--- config.mk ---
export PLATFORM = sky130hd
export DESIGN_NAME = pipelined_barrel_shifter
export DESIGN_NICKNAME = d
export VERILOG_FILES = /design/src/rtl/pipelined_barrel_shifter.sv
export SDC_FILE = /design/constraint.sdc
export NUM_CORES = 1
export LEC_CHECK = 0
export ABC_AREA = 1
export CAP_MARGIN = 5
export CORE_MARGIN = 2
export CORE_UTILIZATION = 60
export DETAILED_ROUTE_END_ITERATION = 12
export GPL_TIMING_DRIVEN = 0
export PLACE_DENSITY = 0.83
export SETUP_SLACK_MARGIN = 0.05
export SLEW_MARGIN = 20
export SYNTH_ARGS = -nofsm -noshare
export SYNTH_HDL_FRONTEND = slang
export SYNTH_SLANG_ARGS = --single-unit
--- constraint.sdc ---
create_clock -name clk -period 2.8 [get_ports clk]
set_input_delay 0.42 -clock clk [delete_from_list [all_inputs] [get_ports clk]]
set_output_delay 0.42 -clock clk [all_outputs]
set_load 0.01 [all_outputs]
--- src/rtl/pipelined_barrel_shifter.sv ---
// Pipelined logarithmic barrel shifter: SLL/SRL/SRA/ROL/ROR with one register per shift stage.
// Define SHIFTER_FLAGS_EN to add the Zero and Carry result flags.
module pipelined_barrel_shifter #(
  parameter int unsigned WIDTH = 16,
  localparam int unsigned CNT_W = $clog2(WIDTH)
) (
  input  logic             clk,
  input  logic             rst_n,
  input  logic             in_valid,
  output logic             in_ready,
  input  logic [WIDTH-1:0] In,
  input  logic [CNT_W-1:0] Cnt,
  input  logic [2:0]       Op,
  output logic             out_valid,
  input  logic             out_ready,
  output logic [WIDTH-1:0] Out
`ifdef SHIFTER_FLAGS_EN
  ,
  output logic             Zero,
  output logic             Carry
`endif
);

  localparam logic [2:0] OpSll = 3'b000;
  localparam logic [2:0] OpSrl = 3'b001;
  localparam logic [2:0] OpSra = 3'b010;
  localparam logic [2:0] OpRol = 3'b011;
  localparam logic [2:0] OpRor = 3'b100;

  // Shift by a fixed amount; sgn is the original operand MSB used as the SRA fill.
  function automatic logic [WIDTH-1:0] shift_stage(input logic [WIDTH-1:0] d,
                                                   input logic [2:0]       op,
                                                   input logic             sgn,
                                                   input int unsigned      amt);
    logic [WIDTH-1:0] fill;
    fill = sgn ? ~({WIDTH{1'b1}} >> amt) : '0;
    case (op)
      OpSll:   shift_stage = d << amt;
      OpSrl:   shift_stage = d >> amt;
      OpSra:   shift_stage = (d >> amt) | fill;
      OpRol:   shift_stage = (d << amt) | (d >> (WIDTH - amt));
      OpRor:   shift_stage = (d >> amt) | (d << (WIDTH - amt));
      default: shift_stage = d;
    endcase
  endfunction

  logic             r_valid [CNT_W];
  logic [WIDTH-1:0] r_data  [CNT_W];
  logic [2:0]       r_op    [CNT_W];
  logic [CNT_W-1:0] r_cnt   [CNT_W];
  logic             r_sign  [CNT_W];

  logic             w_v_in   [CNT_W];
  logic [WIDTH-1:0] w_d_in   [CNT_W];
  logic [2:0]       w_op_in  [CNT_W];
  logic [CNT_W-1:0] w_cnt_in [CNT_W];
  logic             w_sgn_in [CNT_W];
  logic [WIDTH-1:0] w_d_nxt  [CNT_W];

  logic w_advance;
  logic w_unused;

  assign w_advance = ~out_valid | out_ready;
  assign in_ready  = w_advance;
  assign out_valid = r_valid[CNT_W-1];
  assign Out       = r_data[CNT_W-1];

`ifdef SHIFTER_FLAGS_EN
  logic             r_carry [CNT_W];
  logic             w_c_in  [CNT_W];
  logic [CNT_W-1:0] w_carry_idx;
  logic             w_carry_acc;

  // Carry is the last bit to leave the operand, resolved once at accept.
  always_comb begin
    w_carry_idx = '0;
    w_carry_acc = 1'b0;
    if (Cnt != '0) begin
      case (Op)
        OpSll, OpRol: begin
          w_carry_idx = ~Cnt + CNT_W'(1);
          w_carry_acc = In[w_carry_idx];
        end
        OpSrl, OpSra, OpRor: begin
          w_carry_idx = Cnt - CNT_W'(1);
          w_carry_acc = In[w_carry_idx];
        end
        default: w_carry_acc = 1'b0;
      endcase
    end
  end

  assign Carry = r_carry[CNT_W-1];
  assign Zero  = out_valid & (Out == '0);
`endif

  for (genvar k = 0; k < CNT_W; k++) begin : g_stage
    if (k == 0) begin : g_first
      assign w_v_in[k]   = in_valid;
      assign w_d_in[k]   = In;
      assign w_op_in[k]  = Op;
      assign w_cnt_in[k] = Cnt;
      assign w_sgn_in[k] = In[WIDTH-1];
`ifdef SHIFTER_FLAGS_EN
      assign w_c_in[k]   = w_carry_acc;
`endif
    end else begin : g_next
      assign w_v_in[k]   = r_valid[k-1];
      assign w_d_in[k]   = r_data[k-1];
      assign w_op_in[k]  = r_op[k-1];
      assign w_cnt_in[k] = r_cnt[k-1];
      assign w_sgn_in[k] = r_sign[k-1];
`ifdef SHIFTER_FLAGS_EN
      assign w_c_in[k]   = r_carry[k-1];
`endif
    end
    assign w_d_nxt[k] = w_cnt_in[k][k] ?
                        shift_stage(w_d_in[k], w_op_in[k], w_sgn_in[k], 1 << k) : w_d_in[k];
  end

  // Global stall: every stage holds, bubbles included.
  always_ff @(posedge clk or negedge rst_n) begin
    if (!rst_n) begin
      for (int k = 0; k < CNT_W; k++) begin
        r_valid[k] <= 1'b0;
        r_data[k]  <= '0;
        r_op[k]    <= '0;
        r_cnt[k]   <= '0;
        r_sign[k]  <= 1'b0;
`ifdef SHIFTER_FLAGS_EN
        r_carry[k] <= 1'b0;
`endif
      end
    end else if (w_advance) begin
      for (int k = 0; k < CNT_W; k++) begin
        r_valid[k] <= w_v_in[k];
        r_data[k]  <= w_d_nxt[k];
        r_op[k]    <= w_op_in[k];
        r_cnt[k]   <= w_cnt_in[k];
        r_sign[k]  <= w_sgn_in[k];
`ifdef SHIFTER_FLAGS_EN
        r_carry[k] <= w_c_in[k];
`endif
      end
    end
  end

  // Last-stage control and consumed low count bits are intentionally dropped.
  always_comb begin
    w_unused = 1'b0;
    for (int k = 0; k < CNT_W; k++) begin
      w_unused = w_unused ^ (^r_cnt[k]) ^ (^r_op[k]) ^ r_sign[k];
    end
  end

endmodule

=== Word-level counts from Yosys, hierarchy flattened ===
Cells that the tools add are included.

* Eq/ne operators: 16
* Muxes and demuxes: 12
* Bitwise gates (word level): 13
* Reductions and logical operators: 5

{| class="wikitable"
|+ Operator list
! operator !! number
|-
| 16-bit case mux with 5 select lines || 3
|-
| 16-bit 2-to-1 mux || 8
|-
| 16-bit case mux with 4 select lines || 1
|-
| 12-bit by 16-bit OR with 16-bit output || 2
|-
| 14-bit by 16-bit OR with 16-bit output || 2
|-
| 15-bit by 16-bit OR with 16-bit output || 2
|-
| 8-bit by 16-bit OR with 16-bit output || 2
|-
| 3-bit by 2-bit == test with 1-bit output (second input constant) || 8
|-
| 16-bit by 1-bit OR with 16-bit output || 1
|-
| 16-bit by 2-bit OR with 16-bit output || 1
|-
| 16-bit by 4-bit OR with 16-bit output || 1
|-
| 3-bit by 1-bit == test with 1-bit output (second input constant) || 4
|-
| 3-bit == test (second input constant) || 4
|-
| 3-bit logical NOT || 4
|-
| 2-bit OR reduction || 1
|-
| 1-bit NOT || 1
|-
| 1-bit OR || 1
|}

* Bits in registers: 92
* Output and inout port bits: 18

=== Depth between registers and ports, before layout ===
* Depth in word-level cells: 4
* Mapped depth: 9
* Gate-level depth less buffers: 8

=== Worst setup path after synthesis ===
OpenSTA, ideal clock, no wires.

* Path kind: flip-flop to output port
* From: reg r_valid (netlist bit out_valid)
* To: out in_ready
* Arrival: 0.912 ns
* Slack: 1.468 ns
* Cell stages (with the launch flop): 5
* Path through: dfrtp_1 inv_1 nor2_1 inv_2 clkbuf_1

* Longest elaborated chain between the ends: 2

{| class="wikitable"
|+ Ends and longest elaborated chain
! item !! RTL line !! RTL
|-
| from (decl) || 47 || <nowiki>logic r_valid [CNT_W];</nowiki>
|-
| from (signal, indexed assignment) || 136 || <nowiki>r_valid[k] <= w_v_in[k];</nowiki>
|-
| 1-bit NOT || 63 || <nowiki>assign w_advance = ~out_valid | out_ready;</nowiki>
|-
| 1-bit OR || 63 ||
|-
| to (decl) || 10 || <nowiki>output logic in_ready,</nowiki>
|}

No other way between the ends.

=== Worst setup path in the final report ===
* From: in out_ready
* To: out in_ready

* Longest elaborated chain between the ends: 1

{| class="wikitable"
|+ Ends and longest elaborated chain
! item !! RTL line !! RTL
|-
| from (decl) || 15 || <nowiki>input logic out_ready,</nowiki>
|-
| 1-bit OR || 63 ||
|}

No other way between the ends.

==> impl_metrics.toml <==
[logic_synthesis]
ys_seq_elements = 86
netlist-cell-type-count = 24
synth_area_um2 = 5010
syn_inst = 727
synth.avg_cell_area_um2 = 6.90
synth_seq_area_share = 0.429
ys_warn_count = 0
syn_nets = 754

[floorplanning]
start_util = 0.613
dieWidth_um = 95.4
die_y_um = 95.4
placementRows = 33
dieArea_um2 = 9100
ios = 45
fp.coreArea_um2 = 8180

[place]
portBuffers = 44
post-place-ws_ps = 271
gp_congestion = 0.904
placed_area_um2 = 5610
dp_hpwl_um = 10100

[setup_path]
cp-end-kind = "output port"
critPathArrivalTime_ps = 2150
critPathSlowestCell = "clkdlybuf4s50_1"
critPathMaxFanout = 10
required_ps = 2380
cpPeakStageDelay_ps = 620
critical_path_class = "primary input to output port"
cp_common_cell = "clkdlybuf4s50_1"
start_kind = "primary input"
critical_path.cell_chain = "clkdlybuf4s50_1 > nor2_1 > inv_2 > clkbuf_1 > clkdlybuf4s50_1"

[power]
pwr-share-seq = 0.363
p_leak_nw = 2.93
power_per_cell_area_nw_per_um2 = 1110
swShare = 0.453
pwr-share-comb = 0.505
p_clk_frac = 0.132
ir_worst_vdd_mv = 0.583
switchingPower_mw = 2.93
power.internal_mw = 3.53

[route]
routedWlPerCell_um = 14.8
via_per_inst = 5.34
drt_drc_violations_left = 0
vias = 4772
drt-total-wl_um = 13200
firstDrtPassIters = 5
drt_iter0_drc = 198
ant_nets = 0

[run_status]
outcome = "complete, no violations"

[global_routing]
grt_pass1_wl_um = 21300
grt_max_degree = 61
antenna_found_initial = 0
grt-ovfl-total = 0
grt_pass1_vias = 4588
grt_usage = 0.306

[sta]
fin_crit_ps = 2570
timing.fmax_mhz = 389
clock_skew_ps = 11.9
relSlewSlack = 0.595
postLayoutSetupSlackWorst_ps = 229
setup_viol = 0
tightest_slew_ps = 608
timing.hold.ws_ps = 467
period_share = 0.918
maxSlewViolCount = 0
hold_viol = 0
grt_setup_unrepaired = "no"

[job]
maxCapViolations = 0

[layout]
num-fill-cells = 662
fin_nets = 811
drive_above_1_share = 0.122
fin_util = 0.711
area_growth_pct = 15.9
fin_area_um2 = 5810
antenna_cells = 0

[clock_network]
cts_buffers = 9
post_cts_buffers = 0
cts.clk_slew.worst_paths_ps = 90
clkLatencyLatePin_ps = 350
clock_path_buffers = 2
cts_root_buffer = "clkbuf_8"
cts_max_level = 3
clock-sinks = 86
cts_tree = "yes"

[worst_hold_path]
hold_path_class = "flop to flop"
-- power groups by stage --
stage / combinational [mW] / sequential [mW] / clock, mW
3_3_place_gp: 3.09 / 2.31 / 0
3_5_place_dp: 3.23 / 2.35 / 0
6_report: 3.26 / 2.34 / 0.856
2_1_floorplan: 2.29 / 2.18 / 0
4_1_cts: 3.24 / 2.33 / 0.863
5_1_grt: 3.66 / 2.40 / 0.915
-- cell families (layout without fill, tap and decap cells) --
kind of cell | Yosys count | count (layout) | synth area share
flops | 86 | 86 | 0.429
buf+inv | 88 | 149 | 0.0983
simple gates | 472 | 472 | 0.382
compound gates | 81 | 81 | 0.0908
-- path summary, 6_finish.rpt --
check / startpoint / to / slack, ps / depth (start not counted)
setup / recovery: out_ready / in_ready / 230 / 5
min in group asynchronous: rst_n / Out[1] / 510 / 2
hold reg to reg: r_valid[1] / out_valid / 470 / 2
hold / removal: r_valid[1] / out_valid / 470 / 2
setup reg to reg: r_op[4] / Out[6] / 1140 / 6
max in group asynchronous: rst_n / r_data[57] / 1680 / 3
-- area by class of cell --
cell class / instances / area (um^2) / area share
Timing Repair Buffer: 46 / 475 / 0.0818
Clock inverter: 5 / 61.3 / 0.0106
Clock buffer: 10 / 128 / 0.0220
Tap cell: 105 / 131 / 0.0226
Buffer: 50 / 348 / 0.0599
Multi-Input combinational cell: 553 / 2370 / 0.408
Sequential cell: 86 / 2150 / 0.370
Inverter: 38 / 145 / 0.0250
-- timing repair --
action                     CTS  global route
resized for setup            0             0
setup endpoints to repair    0             0
hold endpoints to repair    26             0
hold buffers                 1             0
-- layer usage --
layer / wire (um) / vias to the layer above / GRT usage
met1: 5370 / 2203 / 0.350
met4: 240 / 0 / 0.0905
met2: 7020 / 165 / 0.592
met5: 0 / - / 0
met3: 600 / 27 / 0.0372
li1: - / 2377 / -
-- layout by cell type, fill, tap and decap left out --
cell type	Yosys	layout
inv_4	1	1
a21oi_4	1	1
inv_1	33	33
buf_6	6	6
inv_2	4	4
clkinv_4	0	1
buf_16	0	1
dlygate4sd3_1	0	1
buf_4	26	27
o211ai_1	8	8
a21oi_1	39	39
nor2_2	15	15
nand2_1	312	312
clkbuf_1	4	5
dfrtp_1	86	86
nor2_4	1	1
clkinvlp_4	0	3
nor2_1	92	92
buf_2	14	14
o21ai_4	1	1
nand2_2	5	5
clkdlybuf4s50_1	0	43
o21ai_2	2	2
nand3_1	37	37
bufinv_16	0	1
clkbuf_8	0	9
nand3_2	4	4
o21ai_0	26	26
nand4_1	4	4
nor3_1	2	2
o21ai_1	4	4
-- critical path: cells and delay by family --
kind                   cells  cell delay (ps)
AND/OR/NAND/NOR            1               60
buffers and inverters      4             1660
-- sequential cells by signal, indices dropped and copies added (netlist names) --
signal / count
r_sign: 3
out_valid: 1
r_valid: 3
Out: 16
r_op: 9
r_data: 48
r_cnt: 6
-- through the flow --
step / total power [mW] / setup TNS (ps) / std cells
finish: 6.46 / 0 / 893
global route: 6.97 / 0 / 893
CTS: 6.43 / 0 / 893
detailed placement: 5.57 / 0 / 877
global placement: 5.40 / -126920 / 876
floorplan: 4.47 / 0 / 727
-- synth_stat cells (all sizes together) --
| library cell | count | share of area |
|---|---|---|
| nand3 | 41 | 0.045 |
| buf | 46 | 0.066 |
| nor3 | 2 | 0.0020 |
| a21oi | 40 | 0.042 |
| clkbuf | 4 | 0.0030 |
| o21ai | 33 | 0.037 |
| dfrtp | 86 | 0.43 |
| o211ai | 8 | 0.012 |
| nand2 | 317 | 0.24 |
| nor2 | 108 | 0.090 |
| nand4 | 4 | 0.0050 |
| inv | 38 | 0.029 |
(Power assumes the default switching activity.)
